### config.mk
export PLATFORM = sky130hd
export DESIGN_NAME = score_keeper_module
export DESIGN_NICKNAME = d
export VERILOG_FILES = /design/src/rtl/score_keeper_module.sv
export SDC_FILE = /design/constraint.sdc
export NUM_CORES = 1
export LEC_CHECK = 0
export CORE_MARGIN = 5
export CORE_UTILIZATION = 25
export DETAILED_ROUTE_END_ITERATION = 10
export GPL_TIMING_DRIVEN = 0
export PLACE_DENSITY = 0.38
export SYNTH_ARGS = -nofsm -noshare
export SYNTH_HDL_FRONTEND = slang
export SYNTH_SLANG_ARGS = --single-unit
### constraint.sdc
create_clock -name clk -period 3.77 [get_ports clk]
set_input_delay 0.754 -clock clk [delete_from_list [all_inputs] [get_ports clk]]
set_output_delay 0.754 -clock clk [all_outputs]
set_load 0.03 [all_outputs]
### src/rtl/score_keeper_module.sv
// score_keeper_module
// Turns line-clear events into level-weighted points, then rolls the displayed
// score up one point per video frame. Also tracks total lines and the level.
//
// state | meaning
// IDLE  | waiting for a line-clear event, clr_ready high
// COUNT | paying out pending points one per frame_tick, clr_ready low
module score_keeper_module #(
  parameter int SCORE_MAX       = 255,
  parameter int LINES_PER_LEVEL = 10,
  parameter int LEVEL_MAX       = 9
) (
  input  logic       clk,
  input  logic       rst,
  input  logic       game_start,
  input  logic       clr_valid,
  input  logic [2:0] clr_lines,
  output logic       clr_ready,
  input  logic       frame_tick,
  output logic [7:0] cur_score_bin,
  output logic       score_inc,
  output logic [7:0] lines_total,
  output logic [3:0] level
);

  typedef enum logic {
    IDLE  = 1'b0,
    COUNT = 1'b1
  } state_t;

  localparam logic [7:0] SCORE_MAX_L = 8'(SCORE_MAX);

  state_t     state_q, state_d;
  logic [6:0] pend_q, pend_d;
  logic [7:0] score_d;
  logic [7:0] lines_d;
  logic [3:0] level_d;
  logic       inc_d;

  logic       clr_legal;
  logic [3:0] base_pts;
  logic [7:0] award_full;
  logic [8:0] lines_sum;
  logic [7:0] lines_sat;
  logic [3:0] level_new;

  // Ready depends on the state register only, never on clr_valid.
  assign clr_ready = (state_q == IDLE);
  assign clr_legal = (clr_lines != 3'd0) && (clr_lines <= 3'd4);

  // Base points for the number of lines in the offered event.
  always_comb begin
    base_pts = 4'd0;
    case (clr_lines)
      3'd1:    base_pts = 4'd1;
      3'd2:    base_pts = 4'd3;
      3'd3:    base_pts = 4'd5;
      3'd4:    base_pts = 4'd8;
      default: base_pts = 4'd0;
    endcase
  end

  // Weighting uses the registered level, so a boundary-crossing clear gets the old level.
  assign award_full = {4'b0, base_pts} * ({4'b0, level} + 8'd1);
  assign lines_sum  = {1'b0, lines_total} + {6'b0, clr_lines};
  assign lines_sat  = lines_sum[8] ? 8'hFF : lines_sum[7:0];

  // Level from the updated line count, as a compare chain capped at LEVEL_MAX.
  always_comb begin
    level_new = 4'd0;
    for (int i = 1; i <= LEVEL_MAX; i++) begin
      if (int'(lines_sat) >= i * LINES_PER_LEVEL) level_new = 4'(i);
    end
  end

  // Next-state and next-value logic; game_start overrides everything.
  always_comb begin
    state_d = state_q;
    pend_d  = pend_q;
    score_d = cur_score_bin;
    lines_d = lines_total;
    level_d = level;
    inc_d   = 1'b0;
    if (game_start) begin
      state_d = IDLE;
      pend_d  = 7'd0;
      score_d = 8'd0;
      lines_d = 8'd0;
      level_d = 4'd0;
    end else begin
      case (state_q)
        IDLE: begin
          // Illegal line counts are consumed with no effect.
          if (clr_valid && clr_legal) begin
            pend_d  = award_full[6:0];
            lines_d = lines_sat;
            level_d = level_new;
            state_d = COUNT;
          end
        end
        COUNT: begin
          if (cur_score_bin == SCORE_MAX_L) begin
            // Saturated: drop whatever is left and stop rolling.
            pend_d  = 7'd0;
            state_d = IDLE;
          end else if (pend_q == 7'd0) begin
            state_d = IDLE;
          end else if (frame_tick) begin
            score_d = cur_score_bin + 8'd1;
            pend_d  = pend_q - 7'd1;
            inc_d   = 1'b1;
            if (pend_q == 7'd1) state_d = IDLE;
          end
        end
        default: state_d = IDLE;
      endcase
    end
  end

  // State and datapath registers with asynchronous reset.
  always_ff @(posedge clk or posedge rst) begin
    if (rst) begin
      state_q       <= IDLE;
      pend_q        <= 7'd0;
      cur_score_bin <= 8'd0;
      lines_total   <= 8'd0;
      level         <= 4'd0;
      score_inc     <= 1'b0;
    end else begin
      state_q       <= state_d;
      pend_q        <= pend_d;
      cur_score_bin <= score_d;
      lines_total   <= lines_d;
      level         <= level_d;
      score_inc     <= inc_d;
    end
  end

endmodule
==> impl_metrics.json, run 1 <==
{
  "outcome": "completed",
  "crit_path_frequent_cell": "inv_1",
  "synth_top_flop_cell": "dfrtp_1",
  "cts-root-buf": "clkbuf_8",
  "slew-limit-headroom_pct": 39.92,
  "max_stage_delay_ns": 0.53,
  "core_area_mm2": 0.009774,
  "insertion_delay_ns": 0.29,
  "avgViaCountPerCell": 4.716,
  "synthArstFlopShare_pct": 100.0,
  "synthTopCellsByCount": "34 x nor2_1, 32 x nand2_1, 29 x dfrtp_1",
  "fmax_mhz": 277.7,
  "slew_violations": 0,
  "ctsLongestPathBuffers": 2,
  "htree_levels": 2,
  "layout-drive-gt1-share_pct": 13.43,
  "r2r_cells": 15,
  "floorplan.die.height_um": 110.1,
  "finalNetCount": 366,
  "cts-buffers-inserted": 5,
  "syn_inst": 296,
  "setup_viol": 0,
  "stdcell_count": 468,
  "antenna_left": 0,
  "hold_class": "reg2reg",
  "yosys_warnings": 0,
  "cp_slowest_cell": "fa_1",
  "fin_crit_ns": 3.600,
  "dp.cells": 458,
  "dieArea_mm2": 0.01213,
  "hpwlAfterDp_um": 5318,
  "drtIter0Drc": 55,
  "maxCapViolations": 0,
  "cts.sinks": 29,
  "start_kind": "input pin",
  "grt_remaining_overflow": 0,
  "drt-pass1-iter-count": 4,
  "yosysTopAreaCellShare_pct": 28.94,
  "yosysTopAreaCell": "dfrtp_1",
  "fin_hold_ws_ns": 0.5184,
  "worstSetupPathType": "in2reg",
  "drc": 0,
  "grt_max_degree": 30,
  "syn_to_final_growth_pct": 25.60,
  "cp-end-kind": "flip-flop",
  "fin_crit_sh_pct": 95.50,
  "min_path_cells": 1,
  "cp_num_buf_inv": 4,
  "p_leak_nw": 1.371,
  "avgSynthCellArea_um2": 8.471,
  "crit_cells": 16,
  "vias": 2207,
  "dp_slack_ns": -0.8968,
  "synth_edf_count": 0,
  "cts_hold_buf": 0,
  "fin_ws_ns": 0.1695,
  "boundaryPins": 30,
  "yosysSeqAreaShare_pct": 28.94,
  "grt_pass1_vias": 2282,
  "post_drt_wl_per_cell_um": 14.92,
  "crit_arrival_ns": 3.78,
  "ys_ff_latch": 29,
  "cts_tree": "yes",
  "portBuffers": 29,
  "num_rows": 36,
  "start_util_pct": 25.65,
  "tightest_slew_ns": 0.8942,
  "netlist_area_mm2": 0.002507,
  "final_hold_viol_count": 0,
  "crit_family": "adder cells",
  "finalPower_w": 0.0008150,
  "yosysUniqueCellTypes": 55,
  "cp_max_fo": 6,
  "path_clk_slew_ns": 0.08,
  "required_ns": 3.95,
  "fp.dieW_um": 110.1,
  "finalClockSkew_ns": 0.01246,
  "synth.area.top_cells": "dfrtp_1 29%, ha_1 8.5%, fa_1 5.6%",
  "ir_drop_v": 0.0001116,
  "powerDensity_mw_per_mm2": 258.8,
  "grtUsageTotal_pct": 12.47,
  "gp_congestion": 0.7644,
  "synth_nets": 328,
  "antenna_found_initial": 0,
  "diodes": 0,
  "wl_um": 6983,
  "grt_first_pass_wirelength_um": 11720,
  "path_cells": "clkbuf_4 -> nor2_4 -> ha_4 -> nand2b_1 -> fa_1 -> inv_1 -> fa_1 -> inv_1 -> fa_2 -> inv_1 -> a21o_1 -> a21oi_2 -> xnor2_1 -> xnor2_1 -> o22ai_1 -> a22o_1",
  "yosysMostFrequentCell": "nor2_1"
}
kinds of logic after synthesis:
logic type	Yosys count	synth area share [%]
XOR/XNOR	22	9.032
flip-flops	29	28.94
buffers and inverters	31	5.689
adder cells (fa/ha/maj)	24	14.07
multiplexers	5	2.046
AND/OR/NAND/NOR	119	23.45
AO/OA/AOI/OAI	66	16.77
cell type report:
type / count / area [µm²]
Tap cell: 133 / 166.4
Clock buffer: 6 / 72.57
Multi-Input combinational cell: 236 / 1710
Fill cell: 1066 / 6625
Clock inverter: 2 / 10.01
Inverter: 19 / 71.32
Buffer: 11 / 67.56
Sequential cell: 29 / 728.2
Timing Repair Buffer: 32 / 322.8
metrics by stage:
stage	utilization (%)	setup TNS [ns]	cell area, µm²
final	32.22	0	3149
after global routing	32.22	-0.005538	3149
after CTS	31.36	0	3065
after detailed placement	30.33	-2.082	2964
after global placement	30.33	-2.052	2964
after floorplan	-	0	2507
metal layers:
layer | track usage, % | wire length (µm)
met4 | 2.814 | 68
met2 | 20.62 | 3389
met5 | 0 | 0
met3 | 2.679 | 141
met1 | 16.70 | 3385
repair_timing:
action,in CTS,in global routing
buffers inserted,2,0
setup endpoints to repair,3,1
pin swaps,4,4
gates cloned,0,0
endpoints found under the hold margin,0,0
resized for setup,17,16
power breakdown:
group,switching (W),internal (W),total (W),leakage (nW)
Clock,0.000136,0.000128,0.000264,0.0450
Combinational,0.000130,0.0000867,0.000217,0.928
Sequential,0.0000128,0.000321,0.000334,0.398
layout by cell type, fill, tap and decap left out, types with 2 or more instances in the layout:
| master | count |
|---|---|
| buf_4 | 3 |
| and3_1 | 4 |
| nor2_1 | 32 |
| clkdlybuf4s50_1 | 26 |
| xnor2_2 | 2 |
| nand2_1 | 32 |
| a21oi_1 | 26 |
| fa_1 | 6 |
| buf_2 | 4 |
| clkinv_2 | 2 |
| a31oi_1 | 2 |
| o2bb2ai_1 | 3 |
| dfrtp_2 | 2 |
| xnor2_1 | 7 |
| o32ai_1 | 2 |
| buf_6 | 2 |
| o22ai_1 | 2 |
| dfrtp_1 | 27 |
| a21oi_2 | 2 |
| nand3_1 | 9 |
| clkbuf_4 | 3 |
| nand3b_1 | 2 |
| ha_4 | 2 |
| mux2i_1 | 4 |
| xor2_1 | 10 |
| inv_1 | 18 |
| a22o_1 | 5 |
| o21ai_0 | 9 |
| o211ai_1 | 2 |
| nand4_1 | 7 |
| nor3_1 | 12 |
| clkbuf_8 | 5 |
| ha_1 | 14 |
| and2_1 | 5 |
| a21o_1 | 3 |
| or3_1 | 4 |
| clkbuf_1 | 5 |
| xor2_2 | 2 |
path summary, 6_finish.rpt:
| check | end | slack, ns | startpoint |
|---|---|---|---|
| worst min register to register | pend_q[6] | 0.52 | pend_q[6] |
| worst max-delay path | pend_q[6] | 0.17 | clr_lines[0] |
| worst min-delay path | pend_q[6] | 0.52 | pend_q[6] |
| worst max register to register | pend_q[6] | 0.24 | level[0] |
| min in group asynchronous | lines_total[3] | 0.73 | rst |
| max in group asynchronous | pend_q[0] | 2.61 | rst |
sequential cells by signal, indices dropped and copies added, names as in the netlist:
name and count:
lines_total 8, pend_q 7, score_inc 1, level 4
cur_score_bin 8, state_q 1
No activity file was read; power rests on OpenSTA's default activity.
==> run 2, diff against run 1 <==
- GPL_ROUTABILITY_DRIVEN: default -> 0
- clock period: 3.77 -> 4.3 ns (I/O delays scaled with it)
==> run 2 against run 1 <==
Net effect: power decreased by 13%; combinational power decreased by 15%; routed wire length decreased by 1.1%; final cell count decreased by 0.21%; sequential power decreased by 12%; first-iteration DRC count decreased by 22%; final area decreased by 2.2%; sequential share of layout area increased by 0.44 points; setup slack improved by 0.054 ns; via count decreased by 0.68%; critical path type unchanged; highest routed layer unchanged.
==> impl_metrics.json, run 2 (synthesis gave the netlist of run 1 again) <==
{
  "outcome": "completed",
  "drc": 0,
  "layout-drive-gt1-share_pct": 8.982,
  "fin_crit_sh_pct": 94.80,
  "start_util_pct": 25.65,
  "worstSetupPathType": "in2reg",
  "r2r_cells": 15,
  "num_rows": 36,
  "maxCapViolations": 0,
  "fin_hold_ws_ns": 0.5208,
  "fmax_mhz": 245.3,
  "crit_end": "pend_q[6]",
  "hpwlAfterDp_um": 5318,
  "syn_to_final_growth_pct": 22.85,
  "rsz0062_at_grt": "false",
  "grtUsageTotal_pct": 12.49,
  "drtIter0Drc": 43,
  "ctsLongestPathBuffers": 2,
  "finalClockSkew_ns": 0.01360,
  "antenna_found_initial": 0,
  "finalSetupTns_ns": 0,
  "dieArea_mm2": 0.01213,
  "ir_drop_v": 0.00009647,
  "grt_max_degree": 30,
  "tightest_slew_ns": 0.8942,
  "start_kind": "input pin",
  "max_stage_delay_ns": 0.56,
  "cts_setup_buffers": 0,
  "startpoint": "clr_lines[1]",
  "slew-limit-headroom_pct": 39.92,
  "cp_num_buf_inv": 4,
  "final_area_mm2": 0.003080,
  "layout_common_cells": "33 x nor2_1, 32 x nand2_1, 29 x dfrtp_1",
  "cp_max_fo": 7,
  "hold_class": "reg2reg",
  "antenna_left": 0,
  "floorplan.die.height_um": 110.1,
  "core_area_mm2": 0.009774,
  "largestRegisters": "cur_score_bin (8), lines_total (8), pend_q (7)",
  "wl_um": 6908,
  "required_ns": 4.48,
  "p_leak_nw": 1.367,
  "final_hold_viol_count": 0,
  "finalNetCount": 365,
  "grt_pass1_vias": 2285,
  "powerDensity_mw_per_mm2": 229.5,
  "setup_viol": 0,
  "fp.dieW_um": 110.1,
  "path_clk_slew_ns": 0.07,
  "avgViaCountPerCell": 4.694,
  "post_drt_wl_per_cell_um": 14.79,
  "finalPower_w": 0.0007069,
  "vias": 2192,
  "path_cells": "dlygate4sd2_1 -> nor2_2 -> ha_2 -> nand2b_1 -> fa_1 -> inv_1 -> fa_1 -> inv_1 -> fa_1 -> inv_1 -> a21o_1 -> a21oi_1 -> xnor2_1 -> xnor2_1 -> o22ai_1 -> a22o_1",
  "fin_ws_ns": 0.2235,
  "grt_first_pass_wirelength_um": 11730,
  "crit_arrival_ns": 4.25,
  "cts.sinks": 29,
  "cp-end-kind": "flip-flop",
  "place_area_mm2": 0.002964,
  "rr_endpoint": "pend_q[6]",
  "boundaryPins": 30,
  "dp_slack_ns": -0.4728,
  "crit_family": "adder cells",
  "portBuffers": 29,
  "cp_slowest_cell": "fa_1",
  "cts-root-buf": "clkbuf_8",
  "slew_violations": 0,
  "fin_crit_ns": 4.077,
  "rrSetupSlack_ns": 0.54,
  "mostFrequentLayoutCell": "nor2_1",
  "htree_levels": 2,
  "r2r_start": "level[0]",
  "cts_tree": "yes",
  "grt_remaining_overflow": 0,
  "insertion_delay_ns": 0.29,
  "crit_cells": 16,
  "diodes": 0,
  "cts-buffers-inserted": 5,
  "drt-pass1-iter-count": 4
}
==> run 2: where the power goes <==
| part | internal, W | switching [W] | total [W] |
|---|---|---|---|
| logic | 0.0000732 | 0.000112 | 0.000185 |
| registers | 0.000282 | 0.0000111 | 0.000293 |
| clock network | 0.000112 | 0.000117 | 0.000229 |
==> run 2: worst reg2reg max path, cell delays in order, from the launching register on <==
cell,delay [ns]
dfrtp_1,0.49
ha_1,0.32
xor2_1,0.21
nand2_1,0.10
fa_1,0.49
inv_1,0.06
fa_1,0.56
inv_1,0.07
fa_1,0.45
inv_1,0.07
a21o_1,0.10
a21oi_1,0.07
xnor2_1,0.19
xnor2_1,0.17
o22ai_1,0.13
a22o_1,0.19
==> run 2: cell type report <==
| class | count | area [µm²] |
|---|---|---|
| clock buffer | 6 | 72.57 |
| multi-input combinational | 236 | 1649 |
| clock inverter | 2 | 10.01 |
| tap | 133 | 166.4 |
| buffer | 12 | 71.32 |
| inverter | 19 | 71.32 |
| fill | 1072 | 6694 |
| sequential | 29 | 725.7 |
| timing repair buffer | 30 | 314.1 |
==> run 2: per-layer routing <==
layer / vias up / global-route usage [%] / routed length, µm
li1: 1109 / - / -
met1: 1057 / 16.74 / 3372
met2: 19 / 20.62 / 3355
met3: 7 / 2.679 / 111
met4: 0 / 2.814 / 68
met5: - / 0 / 0
==> run 2: timing repair <==
item                       CTS  global route
setup endpoints to repair    1             1
pin swaps                    0             1
gates resized for setup      5             1
hold buffers                 0             0
==> run 2: worst min path at each step <==
stage / startpoint / to / slack, ns / cells after the start
2_1_floorplan: pend_q[6] / pend_q[6] / 0.47 / 1
3_3_place_gp: pend_q[6] / pend_q[6] / 0.50 / 1
3_5_place_dp: pend_q[6] / pend_q[6] / 0.50 / 1
4_1_cts: pend_q[6] / pend_q[6] / 0.52 / 1
5_1_grt: pend_q[6] / pend_q[6] / 0.55 / 1
6_report: pend_q[6] / pend_q[6] / 0.52 / 1
==> run 2: metrics by stage <==
stage / util, % / std cells
floorplan: - / 296
global placement: 30.33 / 458
detailed placement: 30.33 / 458
CTS: 31.21 / 466
global route: 31.52 / 467
finish: 31.52 / 467
==> run 3, diff against run 2 <==
- CTS_CLUSTER_DIAMETER: default -> 200
==> results of run 3 <==
Same layout as run 2: the final DEF is identical, and so are final timing and power.
==> RTL change 1 (settings of run 1) <==
Set the parameter `LEVEL_MAX` to 18 (it was 9).
--- a/src/rtl/score_keeper_module.sv
+++ b/src/rtl/score_keeper_module.sv
@@ -9,5 +9,5 @@
   parameter int SCORE_MAX       = 255,
   parameter int LINES_PER_LEVEL = 10,
-  parameter int LEVEL_MAX       = 9
+  parameter int LEVEL_MAX       = 18
 ) (
   input  logic       clk,
Formal check against the unedited RTL: same outputs for any inputs over 10 cycles, from zero or initial values and one cycle with rst high; that may be too few to reach the edited logic, so the function may still have changed.
==> RTL change 1 against run 1 <==
Power rose by 4.1%; sequential power rose by 1%; clock power fell by 3%; sequential cell count did not move; maximum frequency rose by 0.65%; largest power group unchanged; worst setup slack improved by 23 ps; area after synthesis rose by 6.5%; highest routed layer unchanged; count of clock-buffer cells in the layout did not move; wire length rose by 15%; cell area rose by 6.0%.
==> RTL change 1: results (changes against run 1) <==
metric;value;unit;change
outcome;complete, no violations;;unchanged
Reg2Reg Depth;13;;was 15
area growth from synthesis to layout;25.0;%;was 25.6%
worst relative slew slack;48.6;%;was 39.9%
CTS tree;done;;unchanged
worst hold path type;reg -> reg;;unchanged
met1 Track Usage GR;17.3;%;was 16.7%
register area;727;um2;was 728 um2
vias in the first global route;2482;;was 2282
Via density;5.04;;was 4.72
CLK BUF;6;;unchanged
met3 usage in global routing;2.09;%;was 2.68%
synth unique cells;65;;was 55
skew final;9.06;ps;was 12.5 ps
Clk Latency, worst-skew pair;290;ps;about the same
CTS Buf Count;5;;unchanged
first-pass GRT wire length;13300;um;was 11700 um
Max stage delay on crit path;560;ps;was 530 ps
Synth top cells by count;nand2_1, dfrtp_1, nor2_1;;was nor2_1, nand2_1, dfrtp_1
gr usage total;12.9;%;was 12.5%
Crit Path Class;in -> reg;;unchanged
Design Area, Final;3340;um2;was 3150 um2
largest net degree at the start of global routing;30;;unchanged
Clock buf/inv share;2.47;%;was 2.62%
share of cells above drive strength 1;13.8;%;was 13.4%
Signal buffers;50;;was 43
critical path's slowest cell;fa_1;;unchanged
CTS H-tree lvls;2;;unchanged
fill cell count;1102;;was 1066
ys async rst share;100;%;unchanged
#MultiIn Comb;253;;was 236
register area share after synthesis;27.2;%;was 28.9%
Yosys warnings;0;;unchanged
placer congestion estimate;0.798;;was 0.764
terminating pin of the worst hold path;pend_q[6]$_DFFE_PP0P_;;unchanged
CTS root buffer;clkbuf_8;;unchanged
Post-DP Area;3130;um2;was 2960 um2
nonclk inv count;22;;was 19
grt total ovfl;0;;unchanged
Multi-input gate area;1870;um2;was 1710 um2
Data buffer area share;12.3;%;was 12.4%
reg2reg start;level[0]$_DFFE_PP0P_;;unchanged
Synth Net Count;349;;was 328
total clock sinks;29;;unchanged
DP HPWL;6010;um;was 5320 um
I/O Buffers;29;;unchanged
crit path max fanout;4;;was 6
top post-synthesis cells by area;dfrtp_1, ha_1, fa_1;;unchanged
Nets;393;;was 366
met2 Resource Use GR;21.6;%;was 20.6%
Reg2Reg Setup Slack;250;ps;
worst vdd ir;0.114;mV;was 0.112 mV
worst hold path depth;1;;unchanged
Routed WL per cell;16.1;um;was 14.9 um
DRT iter0 DRCs;158;;was 55
Longest Clk Path Bufs;2;;unchanged
RR Endpoint;pend_q[6]$_DFFE_PP0P_;;unchanged
Leak;1.46;nW;was 1.37 nW
[RTL change 1: cell types whose count changed in the layout (fill, tap and decap cells not counted), sizes merged, moves of 4 or more]
cell | before | now
a21oi | 28 | 21
buf | 10 | 18
nand2b | 2 | 6
nor2 | 34 | 25
nor2b | 0 | 6
nor3 | 12 | 6
o211ai | 2 | 6
o21ai | 11 | 16
xor2 | 13 | 8
[RTL change 1: stage by stage]
| stage | instances | setup WS (ps) | hold WS, ps |
|---|---|---|---|
| 2_1_floorplan | 317 | 62.3 | 487 |
| 3_3_place_gp | 482 | -940 | 517 |
| 3_5_place_dp | 482 | -942 | 518 |
| 4_1_cts | 492 | 1.36 | 535 |
| 5_1_grt | 498 | 43.2 | 575 |
| 6_report | 498 | 193 | 530 |
[RTL change 1: where the power goes]
part / total, mW / internal (mW) / switching [mW]
clock network: 0.257 / 0.128 / 0.129
registers: 0.339 / 0.324 / 0.0150
logic: 0.252 / 0.0948 / 0.157
[RTL change 1: layer usage]
metal / share of wire, % / vias up
met4: 1.4 / 0
met3: 2.6 / 11
met5: 0 / -
li1: - / 1236
met2: 49 / 44
met1: 47 / 1220
[RTL change 1: repair_timing]
item | CTS | global route
cloned | 0 | 0
setup buffers | 2 | 5
endpoints found under the hold margin | 0 | 0
gates resized for setup | 15 | 11
endpoints found under the setup margin | 4 | 1
pin swaps | 6 | 4
[RTL change 1: cells by family (layout without fill, tap and decap cells)]
family          Yosys count  after routing  synth area share [%]
compound gates           89             89                  23.8
xor+xnor                 18             18                  6.19
fa+ha+maj                25             25                  13.6
buf+inv                  35             80                  5.39
flops                    29             29                  27.2
mux                       5              5                  2.25
simple gates            116            116                  21.6
==> RTL change 2 (flow settings as in run 1) <==
Without the edit above. Register the output `level` once more, with the module's reset; this adds one clock of latency there. The other outputs are not delayed to match. Comments in the files are not updated.
--- a/src/rtl/score_keeper_module.sv
+++ b/src/rtl/score_keeper_module.sv
@@ -31,4 +31,6 @@
   localparam logic [7:0] SCORE_MAX_L = 8'(SCORE_MAX);
 
+  logic [3:0] level_s0;
+
   state_t     state_q, state_d;
   logic [6:0] pend_q, pend_d;
@@ -62,5 +64,5 @@
 
   // Weighting uses the registered level, so a boundary-crossing clear gets the old level.
-  assign award_full = {4'b0, base_pts} * ({4'b0, level} + 8'd1);
+  assign award_full = {4'b0, base_pts} * ({4'b0, level_s0} + 8'd1);
   assign lines_sum  = {1'b0, lines_total} + {6'b0, clr_lines};
   assign lines_sat  = lines_sum[8] ? 8'hFF : lines_sum[7:0];
@@ -80,5 +82,5 @@
     score_d = cur_score_bin;
     lines_d = lines_total;
-    level_d = level;
+    level_d = level_s0;
     inc_d   = 1'b0;
     if (game_start) begin
@@ -125,5 +127,5 @@
       cur_score_bin <= 8'd0;
       lines_total   <= 8'd0;
-      level         <= 4'd0;
+      level_s0      <= 4'd0;
       score_inc     <= 1'b0;
     end else begin
@@ -132,8 +134,16 @@
       cur_score_bin <= score_d;
       lines_total   <= lines_d;
-      level         <= level_d;
+      level_s0      <= level_d;
       score_inc     <= inc_d;
     end
   end
 
+  always_ff @(posedge clk or posedge rst) begin
+    if (rst) begin
+      level <= '0;
+    end else begin
+      level <= level_s0;
+    end
+  end
+
 endmodule
Check against the original RTL: no difference found for any inputs over 10 cycles, from zero or initial values and one cycle with rst high; that may be too few to reach the edited logic, so the function may still have changed.
==> RTL change 2 against run 1 <==
Sequential cell count increased by 4; power increased by 44%; utilization decreased by 0.50 points; maximum frequency increased by 0.12%; worst setup slack improved by 4.5 ps; register-to-register slack got worse by 40 ps; area after synthesis increased by 13%; die area increased by 11%; largest cell class unchanged; cell area increased by 10%; wire length increased by 12%; synthesized cell count increased by 7.4%; critical path type unchanged; sequential share of layout area increased by 0.69 points; highest routed layer unchanged.
==> RTL change 2: results (changes against run 1) <==
metric;value;unit;change
worst relative slew slack;49.1;%;was 39.9%
via count;2414;;was 2207
DP HPWL;5910;um;was 5320 um
CTS root buffer;clkbuf_16;;was clkbuf_8
largest net degree at the start of global routing;34;;was 30
Post-Synth Adder-Cell Area;12.5;%;was 14.1%
worst vdd ir;0.145;mV;was 0.112 mV
mux share of post-synthesis cell area;0.709;%;was 2.05%
worst setup path startpoint;clr_lines[1];;was clr_lines[0]
placer congestion estimate;0.812;;was 0.764
reg2reg start;level_s0[0]$_DFFE_PP0P_;;was level[0]$_DFFE_PP0P_
Reg2Reg Setup Slack;200;ps;was 240 ps
skew final;4.57;ps;was 12.5 ps
Reg2Reg Depth;12;;was 15
Routed WL per cell;15.8;um;was 14.9 um
I/O Buffers;29;;unchanged
Synth top cells by count;nor2_1, dfrtp_1, nand2_1;;was nor2_1, nand2_1, dfrtp_1
synth unique cells;71;;was 55
setup violators final;0;;unchanged
Synth Net Count;350;;was 328
vias in the first global route;2517;;was 2282
gr usage total;12.2;%;was 12.5%
xor and xnor area share after synthesis;6.91;%;was 9.03%
Initial DRT Pass Iterations;5;;was 4
Clk pin slew, worst setup/hold paths;60;ps;was 80 ps
Synth top area share;29.2;%;was 28.9%
register area share after synthesis;29.2;%;was 28.9%
Nets;386;;was 366
crit path max fanout;7;;was 6
DRT iter0 DRCs;151;;was 55
outcome;complete, no violations;;unchanged
worst path arrival time;3730;ps;was 3780 ps
[RTL change 2: cell types whose count changed after synthesis, moves of 3 or more]
cell       before  now
a22o_1          5    2
nor2_1         34   43
o21bai_1        1    5
nand3_2         0    3
nand2b_1        1    6
dfrtp_1        29   33
a211oi_1        1    5
nand3_1         9    3
and3_1          4    0
xor2_1         11    7
nand2_1        32   29
a21oi_1        27   18
nor2b_1         0    3
o2bb2ai_1       3    0
[RTL change 2: area by class of cell]
cell class	instances	area (um2)
fillers	1191	7470
multi-input cells	254	1900
flip-flops and latches	33	826
repair buffers	30	283
well taps	140	175
clock buffers	7	143
plain buffers	13	81.3
inverters	17	63.8
[RTL change 2: repair_timing]
action,CTS,global route
buffers inserted,1,0
resized for setup,15,10
endpoints found under the setup margin,4,1
cloned,0,0
pin swaps,1,1
[RTL change 2: worst min path at each step]
stage | slack (ps) | depth (start not counted) | end | from
floorplan | 350 | 0 | level[2]$_DFF_PP0_ | level_s0[2]$_DFFE_PP0P_
global placement | 360 | 0 | level[2]$_DFF_PP0_ | level_s0[2]$_DFFE_PP0P_
detailed placement | 360 | 0 | level[2]$_DFF_PP0_ | level_s0[2]$_DFFE_PP0P_
CTS | 380 | 0 | level[2]$_DFF_PP0_ | level_s0[2]$_DFFE_PP0P_
global route | 510 | 0 | level[1]$_DFF_PP0_ | level_s0[1]$_DFFE_PP0P_
finish | 460 | 0 | level[1]$_DFF_PP0_ | level_s0[1]$_DFFE_PP0P_
[RTL change 2: worst max-delay path: stages]
cell     delay, ps
buf_2          200
nor2_4          70
ha_4           170
and2_1         150
fa_1           530
inv_1           50
fa_1           530
inv_1           40
ha_1           330
a21o_1         190
a21oi_1        150
xnor3_1        400
nand2_1         80
a21oi_1         70
[RTL change 2: logic make-up (layout without fill, tap and decap cells)]
logic type | after synthesis | count (layout)
AND/OR/NAND/NOR | 131 | 131
XOR/XNOR | 19 | 19
buffers and inverters | 31 | 67
flip-flops | 33 | 33
adder cells (fa/ha/maj) | 24 | 24
multiplexers | 2 | 2
AO/OA/AOI/OAI | 78 | 78
[RTL change 2: power breakdown]
group	leakage [nW]	internal [mW]	switching [mW]
clock	0.0700	0.260	0.154
sequential	0.452	0.376	0.0251
combinational	0.898	0.141	0.216
total	1.42	0.777	0.395
[RTL change 2: layer usage]
metal,part of all wire [%],track usage [%]
met3,4.1,2.02
met2,46,19.1
met4,0.83,3.25
met5,0,0
met1,49,17.5
[RTL change 2: per-stage QoR]
stage / setup slack, ps / cells / util (%) / instance area (um2)
after floorplan: 111 / 318 / - / 2830
after global placement: -888 / 487 / 30.1 / 3290
after detailed placement: -874 / 487 / 30.1 / 3290
after CTS: 6.07 / 495 / 31.6 / 3450
after global routing: 13.4 / 494 / 31.7 / 3470
final: 174 / 494 / 31.7 / 3470
